### src/rtl/axi_req_sched.sv
// Single-grant scheduler between the cache/uncached miss sources and the AXI
// bridge request interface; holds one request until its reload, then pulses done.
module axi_req_sched #(
    parameter int unsigned STARVE_LIMIT = 4,
    parameter int unsigned TIMEOUT      = 1024
) (
    input  logic         clk,
    input  logic         rst,
    input  logic         i_miss,
    input  logic [31:0]  i_miss_addr,
    output logic         i_done,
    input  logic         d_miss,
    input  logic [31:0]  d_miss_addr,
    input  logic         d_dirty,
    input  logic [31:0]  d_wb_addr,
    input  logic [255:0] d_wb_line,
    output logic         d_done,
    input  logic         u_rd,
    input  logic         u_wr,
    input  logic [31:0]  u_addr,
    input  logic [3:0]   u_wstrb,
    input  logic [31:0]  u_wdata,
    output logic         u_done,
    output logic         ird_req,
    output logic         drd_req,
    output logic         dwr_req,
    output logic         unrd_req,
    output logic         unwr_req,
    output logic [31:0]  ird_addr,
    output logic [31:0]  drd_addr,
    output logic [31:0]  dwr_addr,
    output logic [31:0]  unrd_addr,
    output logic [31:0]  unwr_addr,
    output logic [255:0] dcacheline_old,
    output logic [3:0]   unwr_wstrb,
    output logic [31:0]  unwr_data,
    input  logic         i_reload,
    input  logic         d_reload,
    input  logic         un_reload,
    output logic         busy,
    output logic [1:0]   grant,
    output logic         timeout_err
);
    localparam logic [3:0]  STARVE_LIM = 4'(STARVE_LIMIT);
    localparam logic [15:0] TMO_LIM    = 16'(TIMEOUT);

    typedef enum logic [1:0] {IDLE, WAIT, GAP} state_t;

    state_t      state_q, state_d;
    logic [1:0]  win;
    logic        done_hit;
    logic [3:0]  starve_q, starve_inc;
    logic [15:0] tmo_q, tmo_inc;

    always_comb begin
        state_d = state_q;
        win     = 2'd0;
        // icache starvation guard overrides the fixed uncached > dcache > icache order
        if (i_miss && (starve_q >= STARVE_LIM)) win = 2'd1;
        else if (u_rd || u_wr)                  win = 2'd3;
        else if (d_miss)                        win = 2'd2;
        else if (i_miss)                        win = 2'd1;
        done_hit   = ((grant == 2'd1) && i_reload) ||
                     ((grant == 2'd2) && d_reload) ||
                     ((grant == 2'd3) && un_reload);
        tmo_inc    = (tmo_q == '1) ? tmo_q : tmo_q + 16'd1;
        starve_inc = (starve_q == '1) ? starve_q : starve_q + 4'd1;
        case (state_q)
            IDLE:    if (win != 2'd0) state_d = WAIT;
            WAIT:    if (done_hit) state_d = GAP;
            GAP:     state_d = IDLE;
            default: state_d = IDLE;
        endcase
    end

    always_comb busy = (state_q != IDLE);

    always_ff @(posedge clk or posedge rst) begin
        if (rst) begin
            state_q        <= IDLE;
            starve_q       <= '0;
            tmo_q          <= '0;
            timeout_err    <= 1'b0;
            grant          <= '0;
            i_done         <= 1'b0;
            d_done         <= 1'b0;
            u_done         <= 1'b0;
            ird_req        <= 1'b0;
            drd_req        <= 1'b0;
            dwr_req        <= 1'b0;
            unrd_req       <= 1'b0;
            unwr_req       <= 1'b0;
            ird_addr       <= '0;
            drd_addr       <= '0;
            dwr_addr       <= '0;
            unrd_addr      <= '0;
            unwr_addr      <= '0;
            dcacheline_old <= '0;
            unwr_wstrb     <= '0;
            unwr_data      <= '0;
        end else begin
            state_q <= state_d;
            i_done  <= 1'b0;
            d_done  <= 1'b0;
            u_done  <= 1'b0;
            case (state_q)
                IDLE: begin
                    tmo_q <= '0;
                    grant <= win;
                    case (win)
                        2'd1: begin
                            ird_req  <= 1'b1;
                            ird_addr <= i_miss_addr;
                            starve_q <= '0;
                        end
                        2'd2: begin
                            drd_req        <= 1'b1;
                            drd_addr       <= d_miss_addr;
                            dwr_req        <= d_dirty;
                            dwr_addr       <= d_wb_addr;
                            dcacheline_old <= d_wb_line;
                            starve_q       <= i_miss ? starve_inc : '0;
                        end
                        2'd3: begin
                            // write wins when both are raised; the read stays pending
                            unwr_req <= u_wr;
                            unrd_req <= ~u_wr;
                            if (u_wr) begin
                                unwr_addr  <= u_addr;
                                unwr_wstrb <= u_wstrb;
                                unwr_data  <= u_wdata;
                            end else begin
                                unrd_addr <= u_addr;
                            end
                            starve_q <= i_miss ? starve_inc : '0;
                        end
                        default: ;
                    endcase
                end
                WAIT: begin
                    tmo_q <= tmo_inc;
                    if (tmo_inc >= TMO_LIM) timeout_err <= 1'b1;
                    if (done_hit) begin
                        ird_req  <= 1'b0;
                        drd_req  <= 1'b0;
                        dwr_req  <= 1'b0;
                        unrd_req <= 1'b0;
                        unwr_req <= 1'b0;
                        grant    <= '0;
                        i_done   <= (grant == 2'd1);
                        d_done   <= (grant == 2'd2);
                        u_done   <= (grant == 2'd3);
                    end
                end
                default: ;
            endcase
        end
    end
endmodule

### config.mk
export PLATFORM = sky130hd
export DESIGN_NAME = axi_req_sched
export DESIGN_NICKNAME = d
export VERILOG_FILES = /design/src/rtl/axi_req_sched.sv
export SDC_FILE = /design/constraint.sdc
export NUM_CORES = 1
export LEC_CHECK = 0
export ABC_AREA = 1
export BUFFER_PORTS_ARGS = -buffer_cell sky130_fd_sc_hd__buf_2
export CAP_MARGIN = 20
export CORE_AREA = 2 2 349 351
export CTS_CLUSTER_DIAMETER = 100
export CTS_CLUSTER_SIZE = 12
export DETAILED_ROUTE_END_ITERATION = 8
export DIE_AREA = 0 0 351 353
export PLACE_DENSITY = 0.37
export SKIP_LAST_GASP = 1
export SYNTH_ARGS = -nofsm -noshare
export SYNTH_HDL_FRONTEND = slang
export SYNTH_SLANG_ARGS = --single-unit
### constraint.sdc
create_clock -name clk -period 17.75 [get_ports clk]
set_clock_uncertainty 0.2 [all_clocks]
set_input_delay 0.8875 -clock clk [delete_from_list [all_inputs] [get_ports clk]]
set_output_delay 0.8875 -clock clk [all_outputs]
set_load 0.005 [all_outputs]
==> key figures <==
GRT
  – Antenna violations before repair: 9
  – Wire length of the first global-routing pass: 100,200 um
  – Aggregate global-route resource usage: 0.1092
  – Maximum number of pins on one net before global-route repair: 138
  – Via count of the first global-routing pass: 14.29k
  – Remaining global-route overflow: 0

Timing
  – Setup Viol. Count Final: 0
  – Worst setup margin: 13.05 ns
  – Worst-case headroom to the max-slew limit: 0.3335
  – Slew @ Worst Pin: 0.9997 ns
  – Worst hold slack: 0.2268 ns
  – RSZ-0062 raised after global routing: false
  – Final Hold Vio Count: 0
  – Final Critical Period: 4.697 ns
  – Max Clk Rate: 0.2129 GHz
  – Sum Neg Setup Slack: 0 ns
  – Crit share post-route: 0.2646
  – Final Slew Violations: 0

Worst setup path
  – Crit path capture type: flip-flop
  – Top Family by Delay on Critical Path: buffers and inverters
  – Slowest cell on crit path: sky130_fd_sc_hd__buf_4
  – Critical path, cell by cell: buf_2, nor2_1, nand2_1, nand2_2, nor2_4, nand2_8, buf_4, buf_4, buf_4, mux2_4
  – Crit path max fanout: 64
  – Most used cell along the critical path: sky130_fd_sc_hd__buf_4
  – Largest stage delay, worst path: 0.87 ns
  – CP startpoint kind: primary input
  – Class of the most critical setup path: primary input to flip-flop
  – Crit path buf inv count: 4
  – Arrival @ worst endpoint: 4.99 ns
  – Req. time, crit path: 18.04 ns

Worst hold path
  – Worst hold-check path type: primary input to asynchronous set/reset pin

Routing
  – Drt initial violations: 527
  – Post-detailed-route count of antenna-violating nets: 0
  – Average wire per cell in the routed design: 18.23 um
  – Final Routed Wirelength: 70,710 um
  – Via Count: 13.45k
  – Post-detailed-route DRC marker count: 0
  – Via density: 3.467
  – Pre-Repair DR Iteration Count: 4

Power
  – NetSw: 0.001529 W
  – Power share of the sequential group: 0.410
  – Switching power share of the total: 0.3245
  – Leak Pwr: 14.47 nW
  – Design Power: 0.004712 W
  – Comb pwr share: 0.374
  – Total power density per cell area: 172.9 nW/um^2
  – Worst vdd ir: 0.07303 mV
  – Internal power: 0.003183 W
  – Clock group share of total power: 0.215

Placed design
  – Setup Slack @ Placement: 12.39 ns
  – Quantity of I/O buffers inserted on ports: 893
  – Detailed-placement wirelength estimate: 53,320 um
  – Weighted congestion at the end of routability-driven global placement: 0.7582

Final layout
  – Ratio of cells with drive above 1 in the final layout: 0.5931
  – Number of nets in the layout: 2,674
  – Area overhead of the layout relative to synthesis: 38.73%
  – Final Util: 0.2261

Status
  – Status: complete, no violations

Die
  – Initial standard-cell utilization of the core: 0.1629
  – Number of core rows: 128
  – Core outline area: 120,600 um^2
  – Top-Level Pins: 894
  – Die Y: 353 um
  – Die Outline Area: 123,900 um^2
  – Die X-Extent: 351 um

Clock tree
  – CTS root buffer: sky130_fd_sc_hd__clkbuf_16
  – Total setup buffers inserted after CTS: 0
  – TritonCTS clock tree: done
  – Number of sinks handled by clock tree synthesis: 485
  – Source-to-sink clock delay at the later pin of the worst-skew pair: 0.61 ns
  – Clock edge transition at the registers on the reported setup and hold paths: 0.06 ns
  – # H-tree levels: 2
  – CTS Buffer Depth: 3
  – Cts repair resizes: 0
  – Number of clock buffers inserted by TritonCTS: 50
  – Total of hold buffers inserted after clock tree synthesis: 0

Logic synthesis
  – Cell type contributing the most total cell area after synthesis: sky130_fd_sc_hd__dfrtp_1
  – Fraction of the yosys area taken by sequential cells: 0.6176
  – Top cells by area in the synthesized netlist: sky130_fd_sc_hd__dfrtp_1, sky130_fd_sc_hd__mux2_4, sky130_fd_sc_hd__mux2_2, sky130_fd_sc_hd__nand2_1, sky130_fd_sc_hd__buf_6
  – Register bit total from synthesis: 485
  – Total of warnings raised by yosys: 0
  – Netlist Area Pre-Place: 19,650 um^2
  – Distinct cell type count of the synthesized netlist: 31
  – Number of instances in the synthesized netlist: 1,346
  – Area share of the largest cell type after synthesis: 0.6176
  – Synthesized area divided by synthesized cell count: 14.60 um^2
  – Syn_nets: 1,778

Run
  – Max Cap Violations: 0
cell families (layout without fill, tap and decap cells):
logic type               Yosys count  count (layout)  synth area share
AND/OR/NAND/NOR                  278             278           0.05845
adder cells (fa/ha/maj)            2               2          0.001273
AO/OA/AOI/OAI                     92              92           0.02477
multiplexers                     357             357            0.2576
buffers and inverters            125            1030           0.03712
XOR/XNOR                           7               7          0.003120
flip-flops                       485             485            0.6176
other                              0               2                 0
sequential cells by signal, summed over array words and instances, names as in the netlist, 2 cells and up:
name and flops:
tmo_q 16, dcacheline_old 256, drd_addr 32, unwr_addr 32
grant 2, unwr_data 32, unwr_wstrb 4, state_q 2
unrd_addr 32, ird_addr 32, dwr_addr 32, starve_q 4
metal layers:
metal	routed length [um]	part of all wire	GRT usage	up-vias
met5	44	0.00062	0	-
met4	1540	0.022	0.02876	6
met3	6148	0.087	0.03513	87
li1	-	-	-	6299
met1	26450	0.37	0.1207	6545
met2	36530	0.52	0.1989	508
synthesized netlist by cell type:
cell type                    n
sky130_fd_sc_hd__buf_1       3
sky130_fd_sc_hd__nand2_2     2
sky130_fd_sc_hd__clkbuf_2    2
sky130_fd_sc_hd__a21oi_1     6
sky130_fd_sc_hd__clkbuf_1   14
sky130_fd_sc_hd__inv_1      61
sky130_fd_sc_hd__buf_2      12
sky130_fd_sc_hd__nand4_1     4
sky130_fd_sc_hd__o21ai_2     1
sky130_fd_sc_hd__nor2_1     31
sky130_fd_sc_hd__ha_1        2
sky130_fd_sc_hd__o21ai_0    52
sky130_fd_sc_hd__nor3_1      1
sky130_fd_sc_hd__a21o_1      1
sky130_fd_sc_hd__o21ai_1    23
sky130_fd_sc_hd__mux2_4    278
sky130_fd_sc_hd__mux2i_1     1
sky130_fd_sc_hd__buf_6      32
sky130_fd_sc_hd__a21boi_2    1
sky130_fd_sc_hd__mux2_2     78
sky130_fd_sc_hd__or2_1       1
sky130_fd_sc_hd__nor2_4      2
sky130_fd_sc_hd__a31oi_1     1
sky130_fd_sc_hd__o22ai_1     6
sky130_fd_sc_hd__nand3_1    55
sky130_fd_sc_hd__a32o_1      1
sky130_fd_sc_hd__and2_1      1
sky130_fd_sc_hd__dfrtp_1   485
sky130_fd_sc_hd__nand2_1   181
sky130_fd_sc_hd__inv_4       1
sky130_fd_sc_hd__xor2_1      7
power groups by stage:
stage | clock network, W | registers, W | logic, W
2_1_floorplan | 0 | 0.00196 | 0.000889
3_3_place_gp | 0 | 0.00195 | 0.00181
3_5_place_dp | 0 | 0.00194 | 0.00181
4_1_cts | 0.00107 | 0.00194 | 0.00181
5_1_grt | 0.00110 | 0.00201 | 0.00193
6_report | 0.00101 | 0.00193 | 0.00176
cells in the final DEF, fill, tap and decap left out, types with 2 or more instances in the layout:
| cell | netlist | routed |
|---|---|---|
| sky130_fd_sc_hd__diode_2 | 0 | 2 |
| sky130_fd_sc_hd__buf_12 | 0 | 2 |
| sky130_fd_sc_hd__clkbuf_16 | 0 | 53 |
| sky130_fd_sc_hd__ha_1 | 2 | 2 |
| sky130_fd_sc_hd__o21ai_0 | 52 | 52 |
| sky130_fd_sc_hd__dfrtp_1 | 485 | 485 |
| sky130_fd_sc_hd__o22ai_1 | 6 | 6 |
| sky130_fd_sc_hd__inv_8 | 0 | 5 |
| sky130_fd_sc_hd__mux2_2 | 78 | 78 |
| sky130_fd_sc_hd__buf_4 | 0 | 12 |
| sky130_fd_sc_hd__o21ai_1 | 23 | 23 |
| sky130_fd_sc_hd__nand2_1 | 181 | 181 |
| sky130_fd_sc_hd__nor2_1 | 31 | 30 |
| sky130_fd_sc_hd__mux2_4 | 278 | 278 |
| sky130_fd_sc_hd__a21oi_1 | 6 | 6 |
| sky130_fd_sc_hd__inv_1 | 61 | 60 |
| sky130_fd_sc_hd__xor2_1 | 7 | 7 |
| sky130_fd_sc_hd__nand3_1 | 55 | 54 |
| sky130_fd_sc_hd__buf_2 | 12 | 893 |
| sky130_fd_sc_hd__nand4_1 | 4 | 4 |
| sky130_fd_sc_hd__nor2_4 | 2 | 2 |
cell type report:
class	count	area, um^2
flip-flops and latches	485	12140
fillers	13120	93330
multi-input cells	736	6813
clock buffers	54	1340
clock inverters	7	91.34
well taps	1625	2033
inverters	62	242.7
repair buffers	907	4599
diodes	2	5.005
through the flow:
| stage | std cells | area [um^2] |
|---|---|---|
| after floorplan | 1346 | 19650 |
| after global placement | 3815 | 25820 |
| after detailed placement | 3815 | 25820 |
| after CTS | 3876 | 27260 |
| after global routing | 3877 | 27260 |
| final | 3878 | 27260 |
final timing paths:
| kind | from | to | slack [ns] | depth (start not counted) |
|---|---|---|---|---|
| min in group clk | ird_addr[12]$_DFFE_PP0P_ | ird_addr[12]$_DFFE_PP0P_ | 0.27 | 2 |
| max in group asynchronous | rst | dcacheline_old[43]$_DFFE_PP0P_ | 14.04 | 5 |
| hold / removal | rst | drd_addr[5]$_DFFE_PP0P_ | 0.23 | 2 |
| setup reg to reg | state_q[1]$_DFFE_PP0P_ | dcacheline_old[95]$_DFFE_PP0P_ | 13.07 | 8 |
| hold reg to reg | ird_addr[12]$_DFFE_PP0P_ | ird_addr[12]$_DFFE_PP0P_ | 0.27 | 2 |
| setup / recovery | u_wr | dcacheline_old[95]$_DFFE_PP0P_ | 13.05 | 10 |
worst reg2reg max path, cell delays in order, from the launching register on:
cell,delay (ns)
sky130_fd_sc_hd__dfrtp_1,0.49
sky130_fd_sc_hd__nor2_4,0.13
sky130_fd_sc_hd__inv_4,0.15
sky130_fd_sc_hd__nor2_4,0.08
sky130_fd_sc_hd__nand2_8,0.47
sky130_fd_sc_hd__buf_4,0.89
sky130_fd_sc_hd__buf_4,0.87
sky130_fd_sc_hd__buf_4,0.88
sky130_fd_sc_hd__mux2_4,0.42
Power figures use the tool's default switching activity.
